[src/rtl/mem_port_arbiter.sv]
// Merges fetch and load/store ports onto one memory port. Data wins unless MAX_D_STREAK data grants ran while a fetch waited.
// Latency: grant edge to strobes is 1 cycle. Requests are held until their resp pulse. A 1-cycle idle bubble follows each completion.
module mem_port_arbiter #(
   parameter int WIDTH        = 32,
   parameter int MAX_D_STREAK = 4
) (
   input  logic             clk,
   input  logic             rst,
   input  logic             instr_read,
   input  logic [WIDTH-1:0] instr_mem_address,
   output logic             instr_mem_resp,
   output logic [WIDTH-1:0] instr_mem_rdata,
   input  logic             data_read,
   input  logic             data_write,
   input  logic [3:0]       data_mbe,
   input  logic [WIDTH-1:0] data_mem_address,
   input  logic [WIDTH-1:0] data_mem_wdata,
   output logic             data_mem_resp,
   output logic [WIDTH-1:0] data_mem_rdata,
   output logic             mem_read,
   output logic             mem_write,
   output logic [3:0]       mem_mbe,
   output logic [WIDTH-1:0] mem_address,
   output logic [WIDTH-1:0] mem_wdata,
   input  logic             mem_resp,
   input  logic [WIDTH-1:0] mem_rdata
);

   typedef enum logic [1:0] {IDLE, I_BUSY, D_BUSY} state_t;

   localparam logic [3:0] STREAK_LIMIT = 4'(MAX_D_STREAK);

   state_t           state_q;
   logic [3:0]       streak_q;
   logic [3:0]       streak_d;
   logic             mem_read_q;
   logic             mem_write_q;
   logic [3:0]       mem_mbe_q;
   logic [WIDTH-1:0] mem_address_q;
   logic [WIDTH-1:0] mem_wdata_q;
   logic             data_req;
   logic             data_win;

   assign data_req = data_read | data_write;
   assign data_win = data_req & (~instr_read | (streak_q < STREAK_LIMIT));

   // Streak only counts data grants that made a waiting fetch lose.
   always_comb begin
      streak_d = streak_q;
      if (state_q == IDLE) begin
         if (data_win) begin
            if (!instr_read)
               streak_d = 4'd0;
            else if (streak_q != 4'hF)
               streak_d = streak_q + 4'd1;
         end else if (instr_read) begin
            streak_d = 4'd0;
         end
      end
   end

   always_ff @(posedge clk or negedge rst) begin
      if (!rst) begin
         state_q       <= IDLE;
         streak_q      <= 4'd0;
         mem_read_q    <= 1'b0;
         mem_write_q   <= 1'b0;
         mem_mbe_q     <= 4'h0;
         mem_address_q <= '0;
         mem_wdata_q   <= '0;
      end else begin
         streak_q <= streak_d;
         case (state_q)
            IDLE: begin
               if (data_win) begin
                  state_q       <= D_BUSY;
                  mem_write_q   <= data_write;
                  mem_read_q    <= ~data_write;
                  mem_mbe_q     <= data_write ? data_mbe : 4'hF;
                  mem_address_q <= data_mem_address;
                  mem_wdata_q   <= data_mem_wdata;
               end else if (instr_read) begin
                  state_q       <= I_BUSY;
                  mem_read_q    <= 1'b1;
                  mem_write_q   <= 1'b0;
                  mem_mbe_q     <= 4'hF;
                  mem_address_q <= instr_mem_address;
               end
            end
            I_BUSY, D_BUSY: begin
               if (mem_resp) begin
                  state_q     <= IDLE;
                  mem_read_q  <= 1'b0;
                  mem_write_q <= 1'b0;
                  mem_mbe_q   <= 4'h0;
               end
            end
            default: state_q <= IDLE;
         endcase
      end
   end

   assign mem_read        = mem_read_q;
   assign mem_write       = mem_write_q;
   assign mem_mbe         = mem_mbe_q;
   assign mem_address     = mem_address_q;
   assign mem_wdata       = mem_wdata_q;
   assign instr_mem_resp  = mem_resp & (state_q == I_BUSY);
   assign data_mem_resp   = mem_resp & (state_q == D_BUSY);
   assign instr_mem_rdata = mem_rdata;
   assign data_mem_rdata  = mem_rdata;

endmodule
[config.mk]
export PLATFORM = sky130hd
export DESIGN_NAME = mem_port_arbiter
export DESIGN_NICKNAME = d
export VERILOG_FILES = /design/src/rtl/mem_port_arbiter.sv
export SDC_FILE = /design/constraint.sdc
export NUM_CORES = 1
export LEC_CHECK = 0
export ABC_CLOCK_PERIOD_IN_PS = 2500
export BUFFER_PORTS_ARGS = -buffer_cell sky130_fd_sc_hd__buf_4
export CORE_AREA = 2 2 106 108
export CTS_CLUSTER_DIAMETER = 50
export DETAILED_ROUTE_END_ITERATION = 6
export DIE_AREA = 0 0 108 110
export PLACE_DENSITY = 0.81
export RECOVER_POWER = 50
export SYNTH_ARGS = -nofsm -noshare
export SYNTH_HDL_FRONTEND = slang
export SYNTH_SLANG_ARGS = --single-unit
[constraint.sdc]
create_clock -name clk -period 2.5 [get_ports clk]
set_clock_uncertainty 0.15 [all_clocks]
set_input_delay 0.375 -clock clk [delete_from_list [all_inputs] [get_ports clk]]
set_output_delay 0.375 -clock clk [all_outputs]
set_load 0.02 [all_outputs]
==> metrics.md <==
| Metric | Value |
|---|---|
| Via count | `3206` |
| # H-tree levels | `3` |
| Pwr Total | `6.53 mW` |
| Relative slew slack | `between 20% and 30%` |
| Cts repair resizes | `0` |
| Ys flop type | `dfrtp_1` |
| Crit Path Class | `register to register` |
| Largest fanout on the critical path | `22` |
| CTS tree | `done` |
| GRT Util Overall | `17.5%` |
| Status | `finished, final reports clean` |
| Site Rows | `38` |
| Initial Utilization | `36.1%` |
| Pre-antenna DRT Iters | `5` |
| Sequential share of the synthesized area | `49.2%` |
| FILL cells | `995` |
| CTS Sinks | `76` |
| Slowest cell on the critical path | `o21ai_2` |
| Tmin final | `2.14 ns` |
| Share of cells above drive strength 1 | `48.7%` |
| # Post-CTS Setup Buffers | `0` |
| Post-synth ARST share | `between 90% and 100%` |
| Syn Area/Cell | `10.5 um^2` |
| ANT cells | `0` |
| Slew Limit Fails | `0` |
| DPL Wire Length | `7400 um` |
| RSZ-0062 raised after global routing | `false` |
| Clk root buf | `clkbuf_8` |
| GR Overflow Total | `0` |
| Critical Path, Cell by Cell | `o21ai_2, buf_4, a31oi_1, a21oi_1` |
| Total Die Area | `11900 um^2` |
| Setup tns final | `0 ns` |
| Vias in the first global route | `3115` |
| Final Cycle Share | `85.4%` |
| Detail Route Antenna Nets | `0` |
| Area delta synth->final | `30.0%` |
| First-pass GRT wire length | `about 16000 um` |
| Cell Area, Synth | `around 3900 um^2` |
| Worst setup path startpoint | `streak_q[3]` |
| Setup violators final | `0` |
| Hold Crit Start | `data_mem_wdata[17]` |
| Initial antenna violation count | `0` |
| Yosys cell types | `32` |
| DRC violations left | `0` |
| Gpl congestion | `0.736` |
| Core Area | `10700 um^2` |
| Inserted Clock Buffers | `9` |
| IO Count | `274` |
| Worst min-delay path class | `input port to register` |
| Clk pin slew, worst setup/hold paths | `0.07 ns` |
| Startpoint types | `register` |
| Worst EP required | `roughly 2.6 ns` |
| Leak | `2.31 nW` |
| Max-cap check violation count | `0` |
| Initial DRC count | `around 150` |
| Vias per cell | `~5.2` |
| Worst-Skew Late Latency | `0.36 ns` |
| Final Cell Area | `5020 um^2` |
| Area contributors post-synth | `dfrtp_1 49%, buf_4 13%, mux2_2 8.7%` |
| Synth warn | `0` |
| Yosys reg bits | `76` |
| DIE WIDTH | `108 um` |
| FMAX | `roughly 470 MHz` |
| Most common cell after layout, fill and taps aside | `buf_4` |
| Worst Path Arrival | `around 2.3 ns` |
| Post-synth top area share | `49.2%` |
| CP peak stage delay | `0.85 ns` |
| Largest net degree at the start of global routing | `43` |
| Syn Nets | `509` |
| Least-Margin Pin Slew | `1.08 ns` |
| Drt total wl | `roughly 10000 um` |
| Worst r2r src | `streak_q[3]` |
| Max IR drop VDD | `534 uV` |
| Mean routed wirelength per cell | `between 15 and 20 um` |
| Most frequent cells in the layout | `177 x buf_4, 76 x dfrtp_1, 34 x a21oi_1` |
| Hold slack final | `0.0880 ns` |
| Mapped Cells | `367` |
| Cell accounting for the most synthesized area | `dfrtp_1` |
| Cts hold-fix bufs | `1` |
| Placed cell area | `4840 um^2` |
| PwrDens | `1300 nW/um^2` |
| I/O Buffers | `177` |
| Fin. Hold Viols | `0` |
| Final nets | `about 620` |
| Die height | `110 um` |
| Max clock buf depth | `2` |
| Fin util | `46.9%` |
| Post-synth EDFFs | `0` |
| Critical Path End Type | `register` |
-- cells by family after synthesis --
kind of cell,share of synthesized area [%]
buffers and inverters,16.1
flip-flops,49.2
adder cells (fa/ha/maj),1.30
multiplexers,10.1
AND/OR/NAND/NOR,6.09
AO/OA/AOI/OAI,17.2
-- flip-flops by register name, summed over array words and instances, names as in the netlist --
signal / count
streak_q: 4
state_q: 2
mem_read: 1
mem_address: 32
mem_wdata: 32
mem_write: 1
mem_mbe: 4
-- synth_stat cells (4+ instances only) --
master	number
mux2_2	30
dfrtp_1	76
buf_2	4
clkbuf_1	15
a21oi_1	34
ha_1	4
a22o_1	6
buf_4	66
o21ai_0	33
nor2_1	33
or3_1	4
a31oi_1	32
-- where the power goes --
part	internal, mW	switching [mW]	leakage (nW)
Clock	0.553	0.455	0.102
Combinational	1.51	1.81	1.32
Sequential	1.84	0.359	0.889
Total	3.91	2.62	2.31
-- path summary, 6_finish.rpt --
check,depth (start not counted),end,slack (ns)
min in group asynchronous,2,mem_wdata[13],0.51
hold reg to reg,1,mem_wdata[17],0.35
setup reg to reg,4,mem_address[28],0.36
hold / removal,2,mem_wdata[17],0.09
max in group asynchronous,3,mem_wdata[5],0.52
setup / recovery,4,mem_address[28],0.36
-- final cells by class --
type,count,area [um^2],share of cell area [%]
timing repair buffer,185,1390,27.6
clock buffer,10,128,2.54
clock inverter,5,77.6,1.54
tap,140,175,3.49
inverter,3,11.3,0.224
multi-input combinational,199,1340,26.7
sequential,76,1900,37.9
-- layer usage --
layer  global-route usage (%)  vias up  share of wire (%)
met5                        0        -                  0
met4                     10.7        0                3.3
met3                     4.70       45                8.4
met2                     26.9      173                 48
met1                     21.9     1544                 40
li1                         -     1444                  -
-- critical path, delay by kind of cell, from the launching register on --
kind	cells	cell delay [ns]
compound gates	3	1.15
buf+inv	1	0.35
flops	1	0.40
-- through the flow --
stage,worst slack [ns],std cells
3_5_place_dp,0.368,602
6_report,0.364,618
5_1_grt,0.214,618
3_3_place_gp,0.499,602
2_1_floorplan,0.563,367
4_1_cts,0.360,618
Note: power is estimated with default switching activity, not from simulation.
